### src/rtl/field_renderer_if.sv
// Pixel-stream bundle between the raster source and field_renderer.
// The master drives pixel_valid, frame_start and field. The slave returns bgr_data and out_valid.
interface field_renderer_if #(
    parameter int FIELD_W = 20,
    parameter int FIELD_H = 20,
    parameter int CBITS   = 3
);
    logic                               pixel_valid;
    logic                               frame_start;
    logic [FIELD_W*FIELD_H*CBITS-1:0]   field;
    logic [23:0]                        bgr_data;
    logic                               out_valid;

    modport master (output pixel_valid, frame_start, field, input bgr_data, out_valid);
    modport slave  (input pixel_valid, frame_start, field, output bgr_data, out_valid);
endinterface

### src/rtl/field_renderer.sv
// Two-stage field renderer that turns a raster pixel stream into {B,G,R} colour through a per-frame field snapshot.
// Optional GRID_LINES_EN draws a 202020 grid on the first row and column of each cell.
module field_renderer #(
    parameter int H_ACTIVE = 640,
    parameter int V_ACTIVE = 480,
    parameter int CELL     = 24,
    parameter int FIELD_W  = 20,
    parameter int FIELD_H  = 20,
    parameter int CBITS    = 3
) (
    input  logic           clk,
    input  logic           reset,
    field_renderer_if.slave bus
);
    localparam int PXW   = $clog2(H_ACTIVE);
    localparam int PYW   = $clog2(V_ACTIVE);
    localparam int SW    = $clog2(CELL);
    localparam int CXW   = $clog2(H_ACTIVE/CELL + 1);
    localparam int CYW   = $clog2(V_ACTIVE/CELL + 1);
    localparam int NCELL = FIELD_W*FIELD_H;
    localparam int IDXW  = (NCELL > 1) ? $clog2(NCELL) : 1;
    localparam int FBITS = NCELL*CBITS;

    logic [PXW-1:0]   px, e_px, n_px;
    logic [PYW-1:0]   py, e_py, n_py;
    logic [SW-1:0]    sx, e_sx, n_sx, sy, e_sy, n_sy;
    logic [CXW-1:0]   cx, e_cx, n_cx;
    logic [CYW-1:0]   cy, e_cy, n_cy;
    logic [FBITS-1:0] snapshot;
    logic             eol, eof, x_end, y_end, in_field, in_panel;
    logic [IDXW-1:0]  cell_idx;

    logic             s1_valid, s1_in, s1_panel;
    logic [IDXW-1:0]  s1_idx;
`ifdef GRID_LINES_EN
    logic             s1_edge;
`endif
    logic [CBITS-1:0] cell_col;
    logic [23:0]      colour;

    function automatic logic [23:0] palette(input logic [2:0] c);
        case (c)
            3'd0:    palette = 24'h000000;
            3'd1:    palette = 24'h00aa00;
            3'd2:    palette = 24'haa0000;
            3'd3:    palette = 24'h0000aa;
            3'd4:    palette = 24'h00aaaa;
            3'd5:    palette = 24'haa00aa;
            3'd6:    palette = 24'haaaa00;
            default: palette = 24'haaaaaa;
        endcase
    endfunction

    // A qualified frame_start forces the current pixel to (0,0) regardless of counter state.
    always_comb begin
        e_px = bus.frame_start ? '0 : px;
        e_py = bus.frame_start ? '0 : py;
        e_sx = bus.frame_start ? '0 : sx;
        e_sy = bus.frame_start ? '0 : sy;
        e_cx = bus.frame_start ? '0 : cx;
        e_cy = bus.frame_start ? '0 : cy;

        eol   = (e_px == PXW'(H_ACTIVE-1));
        eof   = (e_py == PYW'(V_ACTIVE-1));
        x_end = (e_sx == SW'(CELL-1));
        y_end = (e_sy == SW'(CELL-1));

        n_px = eol ? '0 : e_px + PXW'(1);
        n_sx = (eol || x_end) ? '0 : e_sx + SW'(1);
        n_cx = eol ? '0 : (x_end ? e_cx + CXW'(1) : e_cx);
        n_py = e_py;
        n_sy = e_sy;
        n_cy = e_cy;
        if (eol) begin
            n_py = eof ? '0 : e_py + PYW'(1);
            n_sy = (eof || y_end) ? '0 : e_sy + SW'(1);
            n_cy = eof ? '0 : (y_end ? e_cy + CYW'(1) : e_cy);
        end

        in_field = (int'(e_px) < FIELD_W*CELL) && (int'(e_py) < FIELD_H*CELL);
        in_panel = (int'(e_px) >= FIELD_W*CELL);
        cell_idx = in_field ? IDXW'(int'(e_cy)*FIELD_W + int'(e_cx)) : '0;
    end

    // The snapshot loads on the frame_start edge, so stage 2 sees the live field for pixel (0,0).
    always_comb begin
        cell_col = snapshot[int'(s1_idx)*CBITS +: CBITS];
        if (s1_in)
            colour = palette(3'(cell_col));
        else if (s1_panel)
            colour = 24'h4f223b;
        else
            colour = 24'h000000;
`ifdef GRID_LINES_EN
        if (s1_in && s1_edge)
            colour = 24'h202020;
`endif
    end

    always_ff @(posedge clk) begin
        if (reset) begin
            px        <= '0;
            py        <= '0;
            sx        <= '0;
            sy        <= '0;
            cx        <= '0;
            cy        <= '0;
            snapshot  <= '0;
            s1_valid  <= 1'b0;
            s1_in     <= 1'b0;
            s1_panel  <= 1'b0;
            s1_idx    <= '0;
`ifdef GRID_LINES_EN
            s1_edge   <= 1'b0;
`endif
            bgr_reset();
        end else begin
            s1_valid      <= bus.pixel_valid;
            bus.out_valid <= s1_valid;
            if (bus.pixel_valid) begin
                px       <= n_px;
                py       <= n_py;
                sx       <= n_sx;
                sy       <= n_sy;
                cx       <= n_cx;
                cy       <= n_cy;
                s1_in    <= in_field;
                s1_panel <= in_panel;
                s1_idx   <= cell_idx;
`ifdef GRID_LINES_EN
                s1_edge  <= (e_sx == '0) || (e_sy == '0);
`endif
                if (bus.frame_start)
                    snapshot <= bus.field;
            end
            if (s1_valid)
                bus.bgr_data <= colour;
        end
    end

    task automatic bgr_reset();
        bus.bgr_data  <= 24'h000000;
        bus.out_valid <= 1'b0;
    endtask
endmodule
### src/flat_wrapper.sv
// flat-port wrapper written by rule: the top's interface ports become plain ports
module field_renderer_flat 
#(
    parameter int H_ACTIVE = 640,
    parameter int V_ACTIVE = 480,
    parameter int CELL     = 24,
    parameter int FIELD_W  = 20,
    parameter int FIELD_H  = 20,
    parameter int CBITS    = 3
)
  (clk, reset, bus_pixel_valid, bus_frame_start, bus_field, bus_bgr_data, bus_out_valid);
  field_renderer_if #(.FIELD_W(FIELD_W), .FIELD_H(FIELD_H), .CBITS(CBITS)) bus_i ();
  input  logic clk;
  input  logic reset;
  input wire logic [$bits(bus_i.pixel_valid)-1:0] bus_pixel_valid;
  input wire logic [$bits(bus_i.frame_start)-1:0] bus_frame_start;
  input wire logic [$bits(bus_i.field)-1:0] bus_field;
  output wire logic [$bits(bus_i.bgr_data)-1:0] bus_bgr_data;
  output wire logic [$bits(bus_i.out_valid)-1:0] bus_out_valid;
  assign bus_i.pixel_valid = bus_pixel_valid;
  assign bus_i.frame_start = bus_frame_start;
  assign bus_i.field = bus_field;
  assign bus_bgr_data = bus_i.bgr_data;
  assign bus_out_valid = bus_i.out_valid;
  field_renderer #(.H_ACTIVE(H_ACTIVE), .V_ACTIVE(V_ACTIVE), .CELL(CELL), .FIELD_W(FIELD_W), .FIELD_H(FIELD_H), .CBITS(CBITS)) u_core (.clk(clk), .reset(reset), .bus(bus_i));
endmodule
### config.mk
export PLATFORM = sky130hd
export DESIGN_NAME = field_renderer_flat
export DESIGN_NICKNAME = d
export VERILOG_FILES = /design/src/rtl/field_renderer_if.sv /design/src/rtl/field_renderer.sv /design/src/flat_wrapper.sv
export SDC_FILE = /design/constraint.sdc
export NUM_CORES = 2
export LEC_CHECK = 0
export ABC_AREA = 0
export CAP_MARGIN = 20
export CORE_AREA = 2 2 478 480
export DETAILED_ROUTE_END_ITERATION = 7
export DIE_AREA = 0 0 480 482
export PLACE_DENSITY_LB_ADDON = 0.12
export REMOVE_ABC_BUFFERS = 1
export SLEW_MARGIN = 20
export SYNTH_ARGS = -nofsm -noshare
export SYNTH_HDL_FRONTEND = slang
export SYNTH_SLANG_ARGS = --single-unit
### constraint.sdc
create_clock -name clk -period 7.2 [get_ports clk]
set_input_delay 1.08 -clock clk [delete_from_list [all_inputs] [get_ports clk]]
set_output_delay 1.08 -clock clk [all_outputs]
set_load 0.01 [all_outputs]
## Word-level counts from Yosys, hierarchy flattened

Cells that the tools add are included.

| storage, ports and cells | value |
|---|---|
| output and inout bits | 25 |
| logic and storage cells | 62 |
| bits in registers | 1276 |

| cells by class | value |
|---|---|
| add/sub/neg operators | 7 |
| equality and inequality tests | 10 |
| order comparisons | 3 |
| shift operators | 1 |
| reduce and logical (&&, ||, !) cells | 5 |
| multiplexer cells | 21 |
| $mul | 2 |

Operators by type and width:

| cell | number |
|---|---|
| indexed part select 1200 x 32 -> 3 bit | 1 |
| one-hot mux 24 bit (7 select lines) | 1 |
| 2-to-1 mux 5 bit | 12 |
| 2-to-1 mux 9 bit | 4 |
| 2-to-1 mux 24 bit | 1 |
| 2-to-1 mux 23 bit | 1 |
| adder 5 x 1 -> 5 bit, second input constant | 4 |
| 2-to-1 mux 10 bit | 2 |
| multiplier 9 x 2 -> 11 bit, second input constant | 1 |
| adder 10 x 1 -> 10 bit, second input constant | 1 |
| equality test 10 bit, second input constant | 1 |
| equality test 5 bit, second input constant | 2 |
| >= comparator 10 x 9 -> 1 bit, second input constant | 1 |
| < comparator 10 x 9 -> 1 bit, second input constant | 1 |
| adder 9 x 1 -> 9 bit, second input constant | 1 |
| adder 9 x 6 -> 9 bit | 1 |
| equality test 3 bit, second input constant | 3 |
| equality test 9 bit, second input constant | 1 |
| < comparator 9 bit, second input constant | 1 |
| multiplier 5 x 3 -> 7 bit, second input constant | 1 |
| equality test 3 x 2 -> 1 bit, second input constant | 2 |
| equality test 3 x 1 -> 1 bit, second input constant | 1 |
| logical NOT 3 bit | 1 |
| logical OR 1 bit | 2 |
| 2 further kinds | 2 |

## Logic depth before layout (Yosys ltp)

| logic depth | value |
|---|---|
| depth in word-level cells | 5 |
| depth in mapped cells | 15 |

## Least setup slack after synthesis

Ideal clock, no wire load.

| timing | value |
|---|---|
| kind | input port to flip-flop |
| start point | in bus_frame_start |
| end point | reg u_core.py[5] |
| slack | 3.366 ns |
| arrival time | 3.717 ns |
| data required time | 7.083 ns |
| buffers on the path | 3 |
| setup time | 0.117 ns |
| cell stages on the path | 14 |
| cells stage by stage | clkbuf_1 nand2b_1 inv_1 ha_1 nand3_1 nor3b_1 nand2_1 or4_1 clkbuf_1 o21a_1 nand2b_1 clkbuf_1 o21ai_0 a22o_1 |

| between the ends | value |
|---|---|
| cells in the longest elaborated chain, start to end | 4 |
| elaborated cells between the ends (all ways) | 7 |
| those cells by class | 1 x add/sub; 2 x eq/ne; 4 x mux |

Ends and longest elaborated chain:

| what | line | RTL |
|---|---|---|
| start: declaration | flat_wrapper.sv:16 | `input wire logic [$bits(bus_i.frame_start)-1:0] bus_frame_start;` |
| 2-to-1 mux 9 bit | field_renderer.sv:57 | `e_py = bus.frame_start ? '0 : py;` |
| adder 9 x 1 -> 9 bit / equality test 9 bit (equally long branches) | field_renderer.sv:75, field_renderer.sv:64 |  |
| 2-to-1 mux 9 bit | field_renderer.sv:75 | `n_py = eof ? '0 : e_py + PYW'(1);` |
| 2-to-1 mux 9 bit * | field_renderer.sv:74 | `if (eol) begin` |
| end signal: assignment | field_renderer.sv:122 | `py <= n_py;` |
| end: declaration | field_renderer.sv:25 | `logic [PYW-1:0] py, e_py, n_py;` |

Every way passes the cells marked *; elsewhere a longest branch is shown, timed or not.
A chain may end at the register's enable or synchronous reset.

## Worst setup path in the final report

| timing | value |
|---|---|
| start point | reg u_core.s1_idx[3] |
| end point | reg u_core.bus.bgr_data[5] |

| between the ends | value |
|---|---|
| cells in the longest elaborated chain, start to end | 5 |
| elaborated cells between the ends (all ways) | 11 |
| those cells by class | 1 x mul; 6 x eq/ne; 1 x shift; 2 x mux; 1 x reduce/logical |

Ends and longest elaborated chain:

| what | line | RTL |
|---|---|---|
| start: declaration | field_renderer.sv:34 | `logic [IDXW-1:0] s1_idx;` |
| start signal: assignment | field_renderer.sv:129 | `s1_idx <= cell_idx;` |
| multiplier 9 x 2 -> 11 bit * | field_renderer.sv:87 | `cell_col = snapshot[int'(s1_idx)*CBITS +: CBITS];` |
| indexed part select 1200 x 32 -> 3 bit * | field_renderer.sv:87 |  |
| equality test 3 bit (tied with other cells) | field_renderer.sv:42 | `case (c)` |
| one-hot mux 24 bit (7 select lines) * | field_renderer.sv:42 |  |
| 2-to-1 mux 24 bit * | field_renderer.sv:88 | `if (s1_in)` |
| end signal: assignment | field_renderer.sv:137 | `bus.bgr_data <= colour;` |
| end: declaration | field_renderer_if.sv:15 | `modport slave (input pixel_valid, frame_start, field, output bgr_data, out_valid);` |

Marked as above.

==> results.py <==
metrics = {
    "sta": {
        "slew_headroom_pct": 27.8,
        "finClkSkew_ns": 0.0245,
        "setup_viol": 0,
        "final_hold_viol_count": 0,
        "setup_ws_ns": 2.43,
        "layout_min_cycle_time_ns": 4.77,
        "timing.final.crit_share_pct": 66.3,
        "rsz0062_at_grt": "false",
        "fmax_mhz": 210,
        "report.final.slew_viol_count": 0,
        "tightest_slew_ns": 1.08,
        "setup_tns_ns": 0,
    },
    "yosys": {
        "muxShareOfSynthArea_pct": 14.7,
        "ys_warn_count": 0,
        "synth_seq_area_share_pct": 46.7,
        "synth_edf_count": 0,
        "synthCells": 6380,
        "ys_seq_elements": 1259,
        "syn_area_per_cell_um2": 8.45,
        "yosys.area_share.simple_pct": 19.0,
        "syn-cell-area_um2": 53900,
        "synth_fa_ha_area_share_pct": 0.445,
        "synth_cell_type_count": 72,
        "synthFlopType": "dfxtp_1",
        "synth_xor_area_share_pct": 0.325,
        "ys_async_sr_fraction_pct": 0,
        "synth_top_area_cell": "dfxtp_1",
        "synth_compound_area_share_pct": 14.2,
        "synth_top_cell_area_share_pct": 46.7,
        "synth_top_family_by_area": "simple AND/OR/NAND/NOR gates",
        "synthTopCellsByArea": "dfxtp_1 47%, nand2_1 17%, mux4_2 12%",
    },
    "worst_setup_path": {
        "reg2reg_from": "u_core.s1_idx[3]",
        "r2r_end": "u_core.bus.bgr_data[5]",
        "cp-endpoint": "u_core.bus.bgr_data[5]",
        "crit_required_ns": 7.87,
        "worstSetupEndpointType": "register",
        "path_class": "register to register",
        "worstSetupStartpointType": "register",
        "rrSetupSlack_ns": 2.43,
        "cp_data_arrival_time_ns": 5.44,
        "crit_fanout": 40,
        "r2r_cells": 9,
        "crit_path_start": "u_core.s1_idx[3]",
    },
    "detailed_routing": {
        "vias": 49500,
        "via_per_inst": 4.73,
        "finalWirelength_mm": 257,
        "drtPass1Iterations": 5,
        "wl_per_cell_um": 24.6,
        "drc": 0,
        "ant_nets": 0,
        "drt_iter0_drc": 3357,
    },
    "pwr": {
        "power.density_nw_per_um2": 231,
        "finalPower_w": 0.0171,
        "leakagePower_nw": 25.2,
        "ir_drop_mv": 0.184,
    },
    "floorplanning": {
        "die_area_um2": 231000,
        "io_pins": 1229,
        "die_h_um": 482,
        "start_util_pct": 23.8,
        "die_w_um": 480,
        "rows": 175,
        "fp.coreArea_um2": 226000,
    },
    "placed_design": {
        "portBuffers": 1221,
        "dp_slack_ns": 2.13,
        "place_congestion": 0.825,
        "place_hpwl_mm": 189,
        "place_inst": 10200,
    },
    "hold_path": {
        "hp-class": "register to register",
        "min-delay-start": "u_core.snapshot[465]",
    },
    "cts": {
        "clk_latency_ns": 0.80,
        "post_cts.repair.setup_buffers": 0,
        "cts_max_level": 4,
        "postCtsResizedCells": 0,
        "cts_hold_buf": 0,
        "numCtsBuffers": 156,
        "cts_root_buf": "clkbuf_16",
        "cts_tree": "done",
        "cts.clk_slew.worst_paths_ns": 0.06,
        "clockBufferDepth": 3,
        "cts_sinks": 1259,
    },
    "layout": {
        "final.fill_count": 24200,
        "regArea_um2": 25200,
        "drive_gt1_share_pct": 8.48,
        "fin_cells": 10500,
        "final_common_cell": "nand2_1",
        "layout_common_cells": "2490 x nand2_1, 1252 x dfxtp_1, 1232 x a21oi_1",
        "fin_nets": 8528,
        "area_growth_pct": 36.7,
        "multi_input_area_um2": 26300,
    },
    "run_status": {
        "outcome": "finished, final reports clean",
    },
    "grt": {
        "grt_usage_pct": 21.3,
        "grt-ovfl-total": 0,
        "grt_max_degree": 194,
        "grt_pass1_vias": 49300,
        "grt_pass1_wl_mm": 357,
        "antenna_found_initial": 98,
    },
    "flow_run": {
        "drv_cap": 0,
    },
}
==> cells in the mapped netlist (all sizes together) (20+ instances only) <==
| master | count |
|---|---|
| nand2 | 2491 |
| o21ai | 54 |
| nand3 | 20 |
| nor2 | 44 |
| buf | 103 |
| nor2b | 31 |
| a22o | 24 |
| nand2b | 21 |
| dfxtp | 1259 |
| mux2i | 126 |
| mux4 | 286 |
| clkbuf | 438 |
| a21oi | 1232 |
==> cell families (layout without fill, tap and decap cells) <==
group / count (synthesis) / count (layout)
buf+inv: 561 / 1589
flops: 1259 / 1259
simple gates: 2658 / 2658
xor+xnor: 20 / 20
compound gates: 1434 / 1434
mux: 429 / 429
fa+ha+maj: 18 / 18
other cells: 1 / 46
==> routing by layer <==
metal | track usage, % | vias to the layer above | share of wire, %
li1 | - | 23500 | -
met1 | 27.4 | 24200 | 43
met2 | 35.5 | 1401 | 48
met3 | 4.70 | 363 | 5.9
met4 | 6.81 | 58 | 2.7
met5 | 0 | - | 0.15
==> where the power goes <==
part / switching, W / internal, W
Clock: 0.00323 / 0.00457
Sequential: 0.000163 / 0.00728
Combinational: 0.000892 / 0.000921
Total: 0.00429 / 0.0128
==> through the flow <==
stage | hold WS, ns | instance area, µm² | util [%]
detailed placement | 0.443 | 68600 | 30.3
global route | 0.463 | 73700 | 32.6
finish | 0.449 | 73700 | 32.6
global placement | 0.428 | 68600 | 30.3
floorplan | 0.417 | 51600 | -
CTS | 0.451 | 73600 | 32.5
==> state kept, by name, summed over array words and instances, names as in the netlist, 5 cells and up <==
signal / flops
u_core.bus.bgr_data: 7
u_core.cx: 5
u_core.cy: 5
u_core.px: 10
u_core.py: 9
u_core.s1_idx: 9
u_core.snapshot: 1200
u_core.sx: 5
u_core.sy: 5
==> worst max-delay path, stage by stage, from the launching register on <==
cell and delay (ns):
dfxtp_4 0.94, inv_4 0.50, nor2_4 0.80, a221oi_1 0.29, a221oi_1 0.87, o211ai_1 0.28
nand3_1 0.20, a41o_1 0.32, mux2i_1 0.29, o22ai_1 0.10
==> cell type report <==
| class | count | share of cell area [%] |
|---|---|---|
| Multi-Input combinational cell | 4566 | 35.7 |
| Sequential cell | 1259 | 34.2 |
| Timing Repair Buffer | 1303 | 18.0 |
| Clock buffer | 236 | 6.24 |
| Tap cell | 3009 | 5.11 |
| Clock inverter | 30 | 0.533 |
| Antenna cell | 39 | 0.132 |
| Inverter | 20 | 0.105 |
==> worst min-delay path by stage <==
stage	endpoint	slack, ns	depth (start not counted)
finish	u_core.snapshot[465]	0.45	2
global route	u_core.snapshot[536]	0.46	2
detailed placement	u_core.snapshot[379]	0.44	2
global placement	u_core.cx[4]	0.43	2
floorplan	u_core.cx[4]	0.42	2
CTS	u_core.snapshot[379]	0.45	2
Note: power is estimated with default switching activity, not from simulation.
